File: src/rtl/mips_pkg.sv
// Shared definitions for the multicycle MIPS controller: state encoding,
// opcodes, ALU/mux select constants and the control-word layout.
package mips_pkg;

  typedef enum logic [3:0] {
    S_FETCH   = 4'd0,
    S_DECODE  = 4'd1,
    S_MEMADR  = 4'd2,
    S_MEMRD   = 4'd3,
    S_MEMWB   = 4'd4,
    S_MEMWR   = 4'd5,
    S_RTYPEEX = 4'd6,
    S_RTYPEWB = 4'd7,
    S_BEQEX   = 4'd8,
    S_ADDIEX  = 4'd9,
    S_ITYPEWB = 4'd10,
    S_JEX     = 4'd11,
    S_SLTIEX  = 4'd12
  } state_t;

  localparam logic [5:0] OP_RTYPE = 6'b000000;
  localparam logic [5:0] OP_LW    = 6'b100011;
  localparam logic [5:0] OP_SW    = 6'b101011;
  localparam logic [5:0] OP_BEQ   = 6'b000100;
  localparam logic [5:0] OP_ADDI  = 6'b001000;
  localparam logic [5:0] OP_SLTI  = 6'b001010;
  localparam logic [5:0] OP_J     = 6'b000010;

  localparam logic [1:0] ALUOP_ADD   = 2'b00;
  localparam logic [1:0] ALUOP_SUB   = 2'b01;
  localparam logic [1:0] ALUOP_FUNCT = 2'b10;
  localparam logic [1:0] ALUOP_SLTI  = 2'b11;

  localparam logic [1:0] ALUSRCB_REG   = 2'b00;
  localparam logic [1:0] ALUSRCB_FOUR  = 2'b01;
  localparam logic [1:0] ALUSRCB_IMM   = 2'b10;
  localparam logic [1:0] ALUSRCB_IMMSH = 2'b11;

  localparam logic [1:0] PCSRC_ALU    = 2'b00;
  localparam logic [1:0] PCSRC_ALUOUT = 2'b01;
  localparam logic [1:0] PCSRC_JUMP   = 2'b10;

  typedef struct packed {
    logic       pcwrite;
    logic       memwrite;
    logic       irwrite;
    logic       regwrite;
    logic       branch;
    logic       iord;
    logic       alusrca;
    logic       regdst;
    logic       memtoreg;
    logic [1:0] alusrcb;
    logic [1:0] pcsrc;
    logic [1:0] aluop;
  } ctrl_t;

  localparam int CTRL_W = $bits(ctrl_t);

  // Target state leaving DECODE; FETCH doubles as the "unrecognised" answer.
  function automatic state_t dispatch_state(input logic [5:0] op);
    state_t s;
    unique case (op)
      OP_LW, OP_SW: s = S_MEMADR;
      OP_RTYPE:     s = S_RTYPEEX;
      OP_BEQ:       s = S_BEQEX;
      OP_ADDI:      s = S_ADDIEX;
      OP_SLTI:      s = S_SLTIEX;
      OP_J:         s = S_JEX;
      default:      s = S_FETCH;
    endcase
    return s;
  endfunction

  function automatic logic op_is_legal(input logic [5:0] op);
    return (op == OP_LW) || (op == OP_SW) || (op == OP_RTYPE) || (op == OP_BEQ) ||
           (op == OP_ADDI) || (op == OP_SLTI) || (op == OP_J);
  endfunction

endpackage

File: src/rtl/mc_outdec.sv
// Combinational Moore output decoder: maps the current state code to the
// datapath control word. Unused codes fall through to the all-zero word.
module mc_outdec
  import mips_pkg::*;
(
  input  logic [3:0]        state_i,
  output logic [CTRL_W-1:0] ctrl_o
);

  ctrl_t ctrl;

  always_comb begin
    ctrl = '0;
    case (state_i)
      S_FETCH: begin
        ctrl.irwrite = 1'b1;
        ctrl.pcwrite = 1'b1;
        ctrl.alusrcb = ALUSRCB_FOUR;
      end
      S_DECODE: begin
        ctrl.alusrcb = ALUSRCB_IMMSH;
      end
      S_MEMADR: begin
        ctrl.alusrca = 1'b1;
        ctrl.alusrcb = ALUSRCB_IMM;
      end
      S_MEMRD: begin
        ctrl.iord = 1'b1;
      end
      S_MEMWB: begin
        ctrl.memtoreg = 1'b1;
        ctrl.regwrite = 1'b1;
      end
      S_MEMWR: begin
        ctrl.iord     = 1'b1;
        ctrl.memwrite = 1'b1;
      end
      S_RTYPEEX: begin
        ctrl.alusrca = 1'b1;
        ctrl.aluop   = ALUOP_FUNCT;
      end
      S_RTYPEWB: begin
        ctrl.regdst   = 1'b1;
        ctrl.regwrite = 1'b1;
      end
      S_BEQEX: begin
        ctrl.alusrca = 1'b1;
        ctrl.aluop   = ALUOP_SUB;
        ctrl.pcsrc   = PCSRC_ALUOUT;
        ctrl.branch  = 1'b1;
      end
      S_ADDIEX: begin
        ctrl.alusrca = 1'b1;
        ctrl.alusrcb = ALUSRCB_IMM;
      end
      S_SLTIEX: begin
        ctrl.alusrca = 1'b1;
        ctrl.alusrcb = ALUSRCB_IMM;
        ctrl.aluop   = ALUOP_SLTI;
      end
      S_ITYPEWB: begin
        ctrl.regwrite = 1'b1;
      end
      S_JEX: begin
        ctrl.pcsrc   = PCSRC_JUMP;
        ctrl.pcwrite = 1'b1;
      end
      default: begin
        ctrl = '0;
      end
    endcase
    ctrl_o = ctrl;
  end

endmodule

File: src/rtl/multicycle_ctrl.sv
// Multicycle MIPS main controller: state register, next-state logic and the
// state-to-output decoder; write enables are held off while reset is high.
module multicycle_ctrl
  import mips_pkg::*;
(
  input  logic       clk,
  input  logic       reset,
  input  logic [5:0] op,
  output logic       pcwrite,
  output logic       memwrite,
  output logic       irwrite,
  output logic       regwrite,
  output logic       branch,
  output logic       iord,
  output logic       alusrca,
  output logic       regdst,
  output logic       memtoreg,
  output logic [1:0] alusrcb,
  output logic [1:0] pcsrc,
  output logic [1:0] aluop,
  output logic       illegal,
  output logic [3:0] state
);

  state_t            state_q;
  state_t            state_d;
  logic              illegal_d;
  logic [CTRL_W-1:0] ctrl_bits;
  ctrl_t             ctrl;

  always_ff @(posedge clk or posedge reset) begin
    if (reset) begin
      state_q <= S_FETCH;
    end else begin
      state_q <= state_d;
    end
  end

  always_comb begin
    state_d   = S_FETCH;
    illegal_d = 1'b0;
    case (state_q)
      S_FETCH:   state_d = S_DECODE;
      S_DECODE: begin
        state_d   = dispatch_state(op);
        illegal_d = ~op_is_legal(op);
      end
      // op is re-examined here to split loads from stores.
      S_MEMADR: begin
        if (op == OP_LW) begin
          state_d = S_MEMRD;
        end else if (op == OP_SW) begin
          state_d = S_MEMWR;
        end else begin
          state_d = S_FETCH;
        end
      end
      S_MEMRD:   state_d = S_MEMWB;
      S_RTYPEEX: state_d = S_RTYPEWB;
      S_ADDIEX:  state_d = S_ITYPEWB;
      S_SLTIEX:  state_d = S_ITYPEWB;
      default:   state_d = S_FETCH;
    endcase
  end

  mc_outdec u_outdec (
    .state_i (state_q),
    .ctrl_o  (ctrl_bits)
  );

  assign ctrl = ctrl_t'(ctrl_bits);

  assign pcwrite  = ctrl.pcwrite  & ~reset;
  assign memwrite = ctrl.memwrite & ~reset;
  assign irwrite  = ctrl.irwrite  & ~reset;
  assign regwrite = ctrl.regwrite & ~reset;
  assign branch   = ctrl.branch   & ~reset;
  assign illegal  = illegal_d     & ~reset;
  assign iord     = ctrl.iord;
  assign alusrca  = ctrl.alusrca;
  assign regdst   = ctrl.regdst;
  assign memtoreg = ctrl.memtoreg;
  assign alusrcb  = ctrl.alusrcb;
  assign pcsrc    = ctrl.pcsrc;
  assign aluop    = ctrl.aluop;
  assign state    = state_q;

endmodule

File: config.mk
export PLATFORM = sky130hd
export DESIGN_NAME = multicycle_ctrl
export DESIGN_NICKNAME = d
export VERILOG_FILES = /design/src/rtl/mips_pkg.sv /design/src/rtl/mc_outdec.sv /design/src/rtl/multicycle_ctrl.sv
export SDC_FILE = /design/constraint.sdc
export NUM_CORES = 1
export LEC_CHECK = 0
export CAP_MARGIN = 5
export CORE_MARGIN = 3
export CORE_UTILIZATION = 40
export CTS_BUF_LIST = sky130_fd_sc_hd__clkbuf_8
export DETAILED_ROUTE_END_ITERATION = 8
export PLACE_DENSITY = 0.81
export SLEW_MARGIN = 0
export SYNTH_ARGS = -nofsm -noshare
export SYNTH_HDL_FRONTEND = slang
export SYNTH_SLANG_ARGS = --single-unit
File: constraint.sdc
create_clock -name clk -period 1.65 [get_ports clk]
set_input_delay 0.33 -clock clk [delete_from_list [all_inputs] [get_ports clk]]
set_output_delay 0.33 -clock clk [all_outputs]
set_load 0.01 [all_outputs]
==> summary.md, run 1 <==
| Metric | Value |
|---|---|
| CTS Buf Count | `3` |
| Top cell type's share of synthesized area | `0.1843` |
| Post-synth cell types | `33` |
| Detailed Place HPWL | `1.736 mm` |
| CTS max path bufs | `2` |
| Area leader, netlist | `dfrtp_1` |
| # rows | `12` |
| H-tree levels | `1` |
| Largest net degree at the start of global routing | `10` |
| Synthesized area | `approximately 540 um2` |
| Initial Util | `0.4578` |
| Ports | `28` |
| Root Driver | `clkbuf_8` |
| First Err | `[ERROR DPL-0038] Utilization greater than 100%, impossible to legalize` |
| Most numerous cell in the Yosys netlist | `nor3_1` |
| Dpl cell area | `0.001028 mm2` |
| Cell count after synthesis | `81` |
| Die Y | `42.85 um` |
| EDFF count, synth | `0` |
| Syn Nets | `89` |
| Register area share after synthesis | `0.1843` |
| Clk sinks | `4` |
| Async SR Flop Fraction | `1.000` |
| GRT repair_timing worst endpoint | `regwrite` |
| Average cell area after synthesis | `6.704 um2` |
| Cts hold-fix bufs | `0` |
| Most frequent cells after synthesis | `9 x nor3_1, 7 x nand2_1, 6 x inv_1, 6 x nor2_1, 5 x clkbuf_1` |
| Placed instance count | `145` |
| Worst ep type | `top-level output` |
| Synth area leaders | `dfrtp_1 18%, nor3_1 8.3%, nand2_1 4.8%` |
| RD Place Congestion | `~0.85` |
| Buffers added on ports | `27` |
| Most common flop cell mapped by yosys | `dfrtp_1` |
| Synth warn | `0` |
| Flops & latches, synth | `4` |
| Die width | `roughly 43 um` |
| Status | `stopped before the end` |
| Exit stage | `global routing` |
[stage by stage]
step	worst slack (ns)	TNS [ns]
4_1_cts	-0.1469	-0.2927
3_5_place_dp	-0.6540	-4.839
3_3_place_gp	-0.5784	-4.105
2_1_floorplan	0.004012	0
[logic make-up after synthesis]
family                    count (synthesis)  share of synthesized area
xor gates and xnor gates                  5                    0.08066
buffers and inverters                    13                    0.09215
AOI/OAI and AO/OA                        17                     0.2258
and+or+nand+nor                          42                     0.4171
DFF                                       4                     0.1843
[timing repair]
| action | 4_1_cts |
|---|---|
| pin swaps | 3 |
| cloned | 0 |
| endpoints found under the setup margin | 22 |
| buffers inserted | 6 |
| gates resized for setup | 91 |
==> run 2, diff against run 1 <==
--- a/config.mk
+++ b/config.mk
@@ -6,11 +6,10 @@
 export NUM_CORES = 1
 export LEC_CHECK = 0
 export CAP_MARGIN = 5
-export CORE_MARGIN = 3
-export CORE_UTILIZATION = 40
-export CTS_BUF_LIST = sky130_fd_sc_hd__clkbuf_8
+export CORE_AREA = 3 3 64 66
 export DETAILED_ROUTE_END_ITERATION = 8
-export PLACE_DENSITY = 0.81
+export DIE_AREA = 0 0 67 69
+export PLACE_DENSITY_LB_ADDON = 0.15
 export SLEW_MARGIN = 0
 export SYNTH_ARGS = -nofsm -noshare
 export SYNTH_HDL_FRONTEND = slang
==> run 2 against run 1 <==
Synthesized cell count unchanged. Synthesized area unchanged. The flow now finishes, with violations (setup timing).
==> summary.md, run 2 <==
| Metric | Value |
|---|---|
| Status | `finished, violations left` |
| Failing checks | `setup timing` |
| Syn Nets | `89` |
| Finished Cell Area | `0.001277 mm2` |
| Fin crit share | `1.031` |
| Final Critical Period | `1.701 ns` |
| Crit path buffers/inverters | `3` |
| Initial antenna violation count | `0` |
| EDFF count, synth | `0` |
| Crit-path cells | `buf_6 -> buf_6 -> xnor2_2 -> a31oi_1 -> nor2_1 -> buf_2` |
| Clk sinks | `4` |
| N_diodes | `0` |
| TritonRoute pass-1 iters | `5` |
| Most numerous cell in the Yosys netlist | `nor3_1` |
| Clk slew on worst S/H paths | `0.03 ns` |
| Static leakage | `0.6190 nW` |
| Hold Crit Class | `primary input to flip-flop` |
| Average cell area after synthesis | `~6.7 um2` |
| Flops & latches, synth | `4` |
| Top cell type's share of synthesized area | `0.1843` |
| Most common flop cell mapped by yosys | `dfrtp_1` |
| Pwr Density | `1102 mW/mm2` |
| Startpoint of the worst hold path | `op[4]` |
| Worst path slowest cell | `dfrtp_2` |
| Critical Setup Path Class | `flip-flop to output pin` |
| Post-route DRC | `0` |
| Finished Layout Cells | `around 200` |
| # fillers | `407` |
| Initial Util | `0.1494` |
| WP data required | `1.32 ns` |
| Critical R2R Capture | `state[2]$_DFF_PP0_` |
| TritonCTS clock tree | `built` |
| Area Overhead vs Synth | `135.3%` |
| Synth warn | `0` |
| Clk_lat worst skew | `approximately 0.22 ns` |
| Critical R2R Launch | `state[2]$_DFF_PP0_` |
| Async SR Flop Fraction | `1.000` |
| Cell count after synthesis | `81` |
| Drt wl/cell | `about 12 um` |
| CTS Buf Count | `3` |
| Buffers added on ports | `27` |
| Number of DRC markers in iteration 0 | `27` |
| Detailed Place HPWL | `1.664 mm` |
| Register area share after synthesis | `0.1843` |
| Synth area leaders | `dfrtp_1 18%, nor3_1 8.3%, nand2_1 4.8%` |
| CP max FO | `4` |
| Post-synth cell types | `33` |
| Final Max Slew Viols | `0` |
| Gr ovfl total | `0` |
| Relative slew slack | `0.8296` |
| Area leader, netlist | `dfrtp_1` |
| Final wirelength | `2.313 mm` |
| Antenna Nets Post-Route | `0` |
| CTS max path bufs | `2` |
| R2r setup slk | `0.19 ns` |
| Synthesized area | `543.0 um2` |
| Placed instance count | `180` |
| Max Cap Viol | `0` |
| Worst Path Arrival | `1.37 ns` |
| Top cell family by delay on the critical path | `flip-flops` |
| Startpoint Class | `flip-flop` |
| Root Driver | `clkbuf_8` |
| Hold Path Sink | `state[1]$_DFF_PP0_` |
| Worst path depth | `6` |
| RD Place Congestion | `0.7562` |
| Largest net degree at the start of global routing | `10` |
| Final Hold Vio Count | `0` |
| Measured slew at the worst slew-check pin | `0.2550 ns` |
| CP dominant cell by count | `buf_6` |
| Hold Slack | `0.4806 ns` |
| Share of cells above drive strength 1 | `0.6554` |
| Setup violators final | `5` |
| Dpl cell area | `0.001079 mm2` |
| Die Footprint | `0.004623 mm2` |
| Die width | `67 um` |
| Max reg flops | `4` |
| H-tree levels | `1` |
| Die Y | `69 um` |
| Max Clk Rate | `just under 600 MHz` |
| # rows | `22` |
| Crit-path max cell delay | `roughly 0.42 ns` |
| Core Box Area | `approximately 0.0036 mm2` |
| Most frequent cells in the layout | `36 x buf_4, 15 x buf_2, 10 x buf_6` |
| Vias in the first global route | `876` |
| Cell count of the worst reg-to-reg path | `5` |
| Post-route clock skew | `0.0001144 ns` |
| Cts hold-fix bufs | `0` |
| VDD IR max | `0.2354 mV` |
| Setup TNS | `-0.1544 ns` |
| Critical Path End Type | `output pin` |
| GRT Overall Usage | `0.1072` |
| Vias per cell | `4.276` |
| Most common cell after layout, fill and taps aside | `buf_4` |
| Ports | `28` |
| Final setup margin | `-0.05096 ns` |
| Routed vias | `838` |
| Hold path cells | `4` |
| RSZ-0062 raised after global routing | `true` |
| Global-route wire length before repair | `3.912 mm` |
| Final #Nets | `158` |
| Most frequent cells after synthesis | `9 x nor3_1, 7 x nand2_1, 6 x inv_1, 6 x nor2_1, 5 x clkbuf_1` |
-- run 2: cell counts after synthesis --
Identical to the previous run, type by type.
-- run 2: layer usage --
metal	vias to the layer above	track usage	wire (um)
met2	26	0.1867	1224
li1	430	-	-
met1	382	0.1202	952
met5	-	0	0
met3	0	0.02443	136
met4	0	0.04730	0
-- run 2: how the worst max path moves through the flow --
stage                to               start  slack (ns)
6_report       regwrite  state[1]$_DFF_PP0_       -0.05
5_1_grt        regwrite  state[0]$_DFF_PP0_       -0.13
4_1_cts         illegal  state[3]$_DFF_PP0_       -0.19
3_5_place_dp    illegal               op[1]       -0.64
3_3_place_gp    illegal               op[1]       -0.63
2_1_floorplan   irwrite  state[2]$_DFF_PP0_       0.004
-- run 2: area by class of cell --
class,count,area [um2],share of cell area
repair buffers,71,531.8,0.4163
multi-input cells,64,514.2,0.4025
flip-flops and latches,4,105.1,0.08227
inverters,6,25.02,0.01959
clock buffers,3,41.29,0.03232
well taps,48,60.06,0.04701
-- run 2: through the flow --
stage | power [W] | worst slack, ns | util
after detailed placement | 0.0009567 | -0.6412 | 0.2968
after CTS | 0.001336 | -0.1947 | 0.3375
after global placement | 0.0009534 | -0.6259 | 0.2968
after global routing | 0.001522 | -0.1320 | 0.3516
after floorplan | 0.0005153 | 0.004012 | -
final | 0.001407 | -0.05096 | 0.3516
-- run 2: timing repair --
item                                    CTS  global route
setup buffers                            13             1
endpoints found under the setup margin   21            18
gates resized for setup                  97            37
pin swaps                                 7            10
-- run 2: worst reg2reg max path, stage by stage, from the launching register on --
cell and delay [ns]:
dfrtp_2 0.45, buf_4 0.15, buf_4 0.16, a21oi_1 0.08, a211o_2 0.32, a311oi_2 0.20
-- run 2: kinds of logic (layout without fill, tap and decap cells) --
family,count (synthesis),count (layout),share of synthesized area
buffers and inverters,13,80,0.09215
and+or+nand+nor,42,42,0.4171
xor gates and xnor gates,5,5,0.08066
AOI/OAI and AO/OA,17,17,0.2258
DFF,4,4,0.1843
-- run 2: report_power, final --
group | internal [W] | switching [W]
clock network | 0.000155 | 0.0000481
logic | 0.000579 | 0.000455
registers | 0.000127 | 0.0000426
total | 0.000862 | 0.000546
Power figures use the tool's default switching activity.
